## config.mk

```make
export PLATFORM = sky130hd
export DESIGN_NAME = axi_read_arbiter
export DESIGN_NICKNAME = d
export VERILOG_FILES = /design/src/rtl/axi_read_arbiter.sv
export SDC_FILE = /design/constraint.sdc
export NUM_CORES = 1
export LEC_CHECK = 0
export ABC_AREA = 1
export CAP_MARGIN = 25
export CORE_MARGIN = 5
export CORE_UTILIZATION = 37
export CTS_CLUSTER_DIAMETER = 30
export DETAILED_ROUTE_END_ITERATION = 7
export PLACE_DENSITY = 0.78
export SYNTH_ARGS = -nofsm -noshare
export SYNTH_HDL_FRONTEND = slang
export SYNTH_SLANG_ARGS = --single-unit
```

## constraint.sdc

```tcl
create_clock -name clock -period 1.3 [get_ports clock]
set_input_delay 0.325 -clock clock [delete_from_list [all_inputs] [get_ports clock]]
set_output_delay 0.325 -clock clock [all_outputs]
set_load 0.005 [all_outputs]
```

## src/rtl/axi_read_arbiter.sv

```systemverilog
// axi_read_arbiter
// Shares one AXI4 read address/data channel pair between the instruction-fetch
// and data-load requesters. Grants go into a single-entry AR holding register
// tagged with a per-requester ID. Returning R beats are steered back by ID.
// Each requester may have one read outstanding, so both reads can overlap.
module axi_read_arbiter #(
  parameter logic [3:0] INST_ID = 4'd0,
  parameter logic [3:0] DATA_ID = 4'd1
) (
  input  logic        clock,
  input  logic        reset,

  // instruction-fetch requester
  input  logic        inst_request,
  input  logic [1:0]  inst_size,
  input  logic [31:0] inst_address,
  output logic        inst_address_ready,
  output logic [31:0] inst_read_data,
  output logic        inst_data_ready,

  // data-load requester
  input  logic        data_request,
  input  logic [1:0]  data_size,
  input  logic [31:0] data_address,
  output logic        data_address_ready,
  output logic [31:0] data_read_data,
  output logic        data_data_ready,

  // AXI read address channel
  output logic [3:0]  axi_read_address_id,
  output logic [31:0] axi_read_address,
  output logic [7:0]  axi_read_address_length,
  output logic [2:0]  axi_read_address_size,
  output logic [1:0]  axi_read_address_burst,
  output logic [1:0]  axi_read_address_lock,
  output logic [3:0]  axi_read_address_cache,
  output logic [2:0]  axi_read_address_protection,
  output logic        axi_read_address_valid,
  input  logic        axi_read_address_ready,

  // AXI read data channel
  input  logic [3:0]  axi_read_data_id,
  input  logic [31:0] axi_read_data,
  input  logic [1:0]  axi_read_data_response,
  input  logic        axi_read_data_last,
  input  logic        axi_read_data_valid,
  output logic        axi_read_data_ready,

  output logic        protocol_error
);

  localparam int NREQ     = 2;
  localparam int REQ_INST = 0;
  localparam int REQ_DATA = 1;

  typedef enum logic [1:0] {
    ST_IDLE   = 2'd0,
    ST_QUEUED = 2'd1,
    ST_WAIT_R = 2'd2
  } req_state_t;

  // requester-indexed views of the two ports
  logic [NREQ-1:0]       req_vec;
  logic [NREQ-1:0][3:0]  id_vec;
  logic [NREQ-1:0]       eligible;
  logic [NREQ-1:0]       grant;
  logic [NREQ-1:0]       r_match;
  logic [NREQ-1:0]       data_ready_vec;
  logic [NREQ-1:0][31:0] read_data_vec;

  // AR holding register
  logic        ar_full_reg,  ar_full_next;
  logic        ar_owner_reg, ar_owner_next;
  logic [3:0]  ar_id_reg,    ar_id_next;
  logic [31:0] ar_addr_reg,  ar_addr_next;
  logic [1:0]  ar_size_reg,  ar_size_next;

  // index of the requester granted most recently (0 = instruction)
  logic        last_grant_reg, last_grant_next;

  logic        r_ready_reg;
  logic        protocol_error_reg;

  logic        ar_fire;
  logic        ar_free;
  logic        r_fire;

  assign req_vec = {data_request, inst_request};
  assign id_vec  = {DATA_ID, INST_ID};

  assign ar_fire = ar_full_reg & axi_read_address_ready;
  // The register can take a new grant in the same cycle its current entry leaves.
  assign ar_free = ~ar_full_reg | axi_read_address_ready;
  assign r_fire  = axi_read_data_valid & r_ready_reg;

  genvar gi;
  generate
    for (gi = 0; gi < NREQ; gi++) begin : g_req
      localparam logic OWNER = (gi == REQ_DATA);

      req_state_t  state_reg, state_next;
      logic        data_ready_reg;
      logic [31:0] read_data_reg;

      assign eligible[gi] = req_vec[gi] & (state_reg == ST_IDLE);
      // A beat belongs to this requester only while it waits for one.
      assign r_match[gi]  = r_fire & (axi_read_data_id == id_vec[gi]) &
                            (state_reg == ST_WAIT_R);

      // Requester state register
      always_ff @(posedge clock) begin
        if (reset) begin
          state_reg <= ST_IDLE;
        end else begin
          state_reg <= state_next;
        end
      end

      // Requester next-state: IDLE -> QUEUED -> WAIT_R -> IDLE
      always_comb begin
        state_next = state_reg;
        case (state_reg)
          ST_IDLE:   if (grant[gi]) state_next = ST_QUEUED;
          ST_QUEUED: if (ar_fire && (ar_owner_reg == OWNER)) state_next = ST_WAIT_R;
          ST_WAIT_R: if (r_match[gi]) state_next = ST_IDLE;
          default:   state_next = ST_IDLE;
        endcase
      end

      // Returned word capture and one-cycle delivery pulse
      always_ff @(posedge clock) begin
        if (reset) begin
          data_ready_reg <= 1'b0;
          read_data_reg  <= 32'd0;
        end else begin
          data_ready_reg <= r_match[gi];
          if (r_match[gi]) begin
            read_data_reg <= axi_read_data;
          end
        end
      end

      assign data_ready_vec[gi] = data_ready_reg;
      assign read_data_vec[gi]  = read_data_reg;
    end
  endgenerate

  // Arbitration: a lone eligible requester wins; on a tie the one not granted last wins
  always_comb begin
    grant = '0;
    if (!reset && ar_free) begin
      if (&eligible) begin
        if (last_grant_reg == 1'b0) begin
          grant[REQ_DATA] = 1'b1;
        end else begin
          grant[REQ_INST] = 1'b1;
        end
      end else begin
        grant = eligible;
      end
    end
  end

  // AR register next value: a new grant overrides the entry leaving this cycle
  always_comb begin
    ar_full_next    = ar_full_reg;
    ar_owner_next   = ar_owner_reg;
    ar_id_next      = ar_id_reg;
    ar_addr_next    = ar_addr_reg;
    ar_size_next    = ar_size_reg;
    last_grant_next = last_grant_reg;
    if (ar_fire) begin
      ar_full_next = 1'b0;
    end
    if (|grant) begin
      ar_full_next    = 1'b1;
      ar_owner_next   = grant[REQ_DATA];
      ar_id_next      = grant[REQ_DATA] ? DATA_ID      : INST_ID;
      ar_addr_next    = grant[REQ_DATA] ? data_address : inst_address;
      ar_size_next    = grant[REQ_DATA] ? data_size    : inst_size;
      last_grant_next = grant[REQ_DATA];
    end
  end

  // AR register and arbitration history
  always_ff @(posedge clock) begin
    if (reset) begin
      ar_full_reg    <= 1'b0;
      ar_owner_reg   <= 1'b0;
      ar_id_reg      <= 4'd0;
      ar_addr_reg    <= 32'd0;
      ar_size_reg    <= 2'd0;
      last_grant_reg <= 1'b0;
    end else begin
      ar_full_reg    <= ar_full_next;
      ar_owner_reg   <= ar_owner_next;
      ar_id_reg      <= ar_id_next;
      ar_addr_reg    <= ar_addr_next;
      ar_size_reg    <= ar_size_next;
      last_grant_reg <= last_grant_next;
    end
  end

  // R channel is always accepted once out of reset
  always_ff @(posedge clock) begin
    if (reset) begin
      r_ready_reg <= 1'b0;
    end else begin
      r_ready_reg <= 1'b1;
    end
  end

  // Sticky flag for stray IDs, error responses and beats without last
  always_ff @(posedge clock) begin
    if (reset) begin
      protocol_error_reg <= 1'b0;
    end else if (r_fire && ((r_match == '0) ||
                            (axi_read_data_response != 2'b00) ||
                            !axi_read_data_last)) begin
      protocol_error_reg <= 1'b1;
    end
  end

  // Output decode
  always_comb begin
    inst_address_ready = grant[REQ_INST];
    data_address_ready = grant[REQ_DATA];
    inst_data_ready    = data_ready_vec[REQ_INST];
    data_data_ready    = data_ready_vec[REQ_DATA];
    inst_read_data     = read_data_vec[REQ_INST];
    data_read_data     = read_data_vec[REQ_DATA];
  end

  assign axi_read_address_id         = ar_id_reg;
  assign axi_read_address            = ar_addr_reg;
  assign axi_read_address_length     = 8'd0;
  assign axi_read_address_size       = {1'b0, ar_size_reg};
  assign axi_read_address_burst      = 2'b01;
  assign axi_read_address_lock       = 2'd0;
  assign axi_read_address_cache      = 4'd0;
  assign axi_read_address_protection = 3'd0;
  assign axi_read_address_valid      = ar_full_reg;
  assign axi_read_data_ready         = r_ready_reg;
  assign protocol_error              = protocol_error_reg;

endmodule

```

### Word-level counts from Yosys, hierarchy flattened

Index checks and enable logic that the tools add are counted.

| storage, ports and cells | value |
|---|---|
| word-level logic and storage cells | 71 |
| output and inout bits | 129 |
| bits of input ports | 113 |
| bits in registers | 112 |

| cells by class | value |
|---|---|
| multiplexer cells | 18 |
| equal/unequal tests | 11 |
| reductions and logical operators | 18 |
| bitwise logic cells | 11 |

Operators by type and width:

| operator | number |
|---|---|
| $mux 32 | 1 |
| $mux 2 | 9 |
| $ne 2x2->1 const B | 6 |
| $pmux 2 s3 | 2 |
| $and 1x1->1 | 8 |
| $logic_not 2->1 | 3 |
| $mux 1 | 6 |
| $reduce_and 3->1 | 2 |
| $eq 2x1->1 const B | 2 |
| $eq 2x2->1 const B | 2 |
| $eq 4x1->1 const B | 1 |
| $logic_and 1x1->1 | 4 |
| $logic_not 4->1 | 1 |
| $reduce_bool 2->1 | 2 |
| $logic_not 1->1 | 2 |
| $logic_or 1x1->1 | 2 |
| $not 1->1 | 2 |
| $reduce_and 2->1 | 1 |
| $reduce_or 2->1 | 1 |
| $or 1x1->1 | 1 |

### Longest topological paths before layout

| logic depth | value |
|---|---|
| depth in word-level cells | 7 |
| depth in mapped cells | 10 |
| mapped depth without buffers | 9 |

### Least setup slack after synthesis

Ideal clock, no wire load.

| path | value |
|---|---|
| path kind | input to output |
| from | input port reset |
| to | output port data_address_ready |
| stages | 7 |
| required time | 975 ps |
| setup slack | -58 ps |
| buffers on the path | 2 |
| data arrival time | 1,033 ps |
| cells stage by stage | buf_6 > clkinv_4 > nand2_4 > nor2_8 > nand2_8 > buf_6 > inv_2 |

| on the way | value |
|---|---|
| longest elaborated chain between the ends | 3 |

RTL lines:

| what | RTL line | source |
|---|---|---|
| from (decl) | 11 | `input logic reset,` |
| $logic_not 1->1 | 151 | `if (!reset && ar_free) begin` |
| $logic_and 1x1->1 | 151 |  |
| $mux 2 | 151 |  |
| to (decl) | 25 | `output logic data_address_ready,` |

No other way between the ends.

### Worst setup path after layout

| path | value |
|---|---|
| from | register g_req[1].state_reg[1] |
| to | output port inst_address_ready |

| on the way | value |
|---|---|
| longest elaborated chain between the ends | 5 |

RTL lines:

| what | RTL line | source |
|---|---|---|
| from (decl) | 101 | `req_state_t state_reg, state_next;` |
| from (signal assigned) | 115 | `state_reg <= state_next;` |
| $logic_not 2->1 | 105 | `assign eligible[gi] = req_vec[gi] & (state_reg == ST_IDLE);` |
| $and 1x1->1 | 105 |  |
| $reduce_and 2->1 | 152 | `if (&eligible) begin` |
| $mux 2 | 152 |  |
| $mux 2 | 151 |  |
| to (decl) | 17 | `output logic inst_address_ready,` |

No other way between the ends.

==> run metrics <==
# DRC=0; endpoints failing setup=102; Seq/Total Area, Yosys=44.3%; Final WS setup=-0.351 ns; Yosys warning total=0; io pins=242; GRT overflow=0; Total GRT Usage=21.8%; crit path launch type=flop; CTS Buffer Depth=2; Yosys top cell area share=44.3%; R2R setup slack=-0.33 ns; R2R Path End=axi_read_address[19]; crit path time final=1.65 ns; Synth-to-Final Area Change=80.1%; Clock Skew=0.00955 ns; DRT iter0 DRCs=291; Fmax=606 MHz; Core Area=13100 um2; routed vias/inst=4.79; DIE WIDTH=125 um; crit path kind=flop to output port; R2R cell count=11; total wire length=17800 um; crit end category=output port; Placement Cell Area=7220 um2; Hold WS=0.444 ns; Clock Sinks=108; HP Start=data_read_data[16]; Tcrit/Tclk final=127%; # nets final=1027; Hold WC Path Type=flop to flop; gpl congestion=0.780; RSZ-0062 raised after global routing=yes; area leader, netlist=dfxtp_1; first-pass GRT wire length=27200 um; Post-synth ARST share=0%; Worst Path Required=0.98 ns; Pre-antenna DRT Iters=5; Slew HR=66.1%; final hold vios=0; CTS tree=built; count leader, synth=inv_1; Crit Path Max Fanout=3; total vias in the final route=5248; Port Buf Inserts=218; Post-Syn Area per Cell=7.33 um2; failing checks=negative setup slack; Max Slew Vio Count=0; Power Total=8.29 mW; CTS buffer count=9; pin count of the biggest net entering global routing=66; number of cell rows=42; synthesis-stage register bit count=108; WP data arrival=1.33 ns; Post-Place Worst Slack=-0.819 ns; vias in the first global route=5139; Leakage=4.13 nW; ys flop type=dfxtp_1; number of enable flip-flop cells after synthesis=0; Synth area leaders=dfxtp_1, inv_1, o21ai_0, nand3_1, a21oi_1; worst r2r src=g_req[1].state_reg[1]; clock-pin slew of the registers on the worst-case setup and hold paths=0.08 ns; Least-Margin Pin Slew=0.509 ns; Max Cap Violations=0; pwr dens=944 nW/um2; worst vdd ir=0.573 mV; later-pin clock latency in the skew report=0.35 ns; commonest cells in the netlist=inv_1, dfxtp_1, o21ai_0; Initial Util=37.3%; antenna diode count=0; antenna-violating nets left=0; CTS root buffer=clkbuf_16; crit path capture=inst_address_ready; # H-tree levels=3; fill cell count=1047; Post-Synthesis Cells=665; Final HPWL DP=10000 um; Worst Setup SP=g_req[1].state_reg[1]; initial antenna violation count=0; wire per inst=16.2 um; mapped cell area=4880 um2; status=finished, violations left; layout cells sized above 1=32.4%; Synth cell types=29; Die H=125 um; final cell utilization of the core=67.1%; die area=15600 um2; post-route cell area=8780 um2
[how the worst min path moves through the flow]
| stage | to | slack, ns | cells after the start |
|---|---|---|---|
| after detailed placement | data_read_data[16] | 0.43 | 2 |
| after global routing | data_read_data[13] | 0.46 | 2 |
| final | data_read_data[16] | 0.44 | 2 |
| after floorplan | data_read_data[10] | 0.44 | 2 |
| after global placement | data_read_data[11] | 0.43 | 2 |
| after CTS | data_read_data[16] | 0.44 | 2 |
[report_power, final]
group	internal, mW	switching (mW)	total (mW)
registers	3.45	0.0962	3.55
logic	1.00	0.868	1.87
clock network	1.53	1.34	2.87
[stage by stage]
step	TNS, ns	cells
after floorplan	-0.0494	686
after global placement	-48.85	1043
after detailed placement	-51.19	1043
after CTS	-14.57	1094
after global routing	-26.53	1095
final	-17.69	1095
[cell usage in the layout (no fill, tap or decap), drive strengths merged]
cell and instances:
nand4 1, nand3 73, buf 66, clkdlybuf4s15 19, bufbuf 2, dlygate4sd2 70
o21ai 99, a31oi 1, a21oi 71, bufinv 1, nor2 12, dfxtp 108
nand2 84, conb 23, o211ai 1, clkbuf 29, clkinv 4, nor3b 2
inv 146, clkdlybuf4s50 105, clkinvlp 2
[cells by family (layout without fill, tap and decap cells)]
| logic type | after synthesis | in the layout | synth area share [%] |
|---|---|---|---|
| other | 2 | 23 | 0.154 |
| buffers and inverters | 211 | 444 | 20.2 |
| and+or+nand+nor | 172 | 172 | 17.3 |
| AOI/OAI and AO/OA | 172 | 172 | 18.0 |
| DFF | 108 | 108 | 44.3 |
[layer usage]
layer  global-route usage, %  part of all wire (%)  vias up
li1                        -                     -     2545
met1                    24.0                    37     2432
met2                    38.8                    50      238
met3                    7.33                    10       33
met4                    7.80                   2.7        0
met5                       0                     0        -
[area by class of cell]
class,instances,area (um2),share of cell area [%]
clock inverters,7,86.3,0.983
repair buffers,282,3030,34.5
clock buffers,9,225,2.56
inverters,146,571,6.50
flip-flops and latches,108,2220,25.2
well taps,176,220,2.51
multi-input cells,367,2430,27.7
[worst max-delay path, stage by stage (launching register included)]
cell and delay, ns:
dfxtp_2 0.33, inv_2 0.07, nand3_4 0.08, buf_6 0.13, o211ai_1 0.19, inv_1 0.06, buf_2 0.12
[timing repair]
action	CTS	global route
cloned	19	0
hold buffers	0	0
setup endpoints to repair	206	155
resized for setup	347	135
pin swaps	62	51
setup buffers	17	4
(Power assumes the default switching activity.)
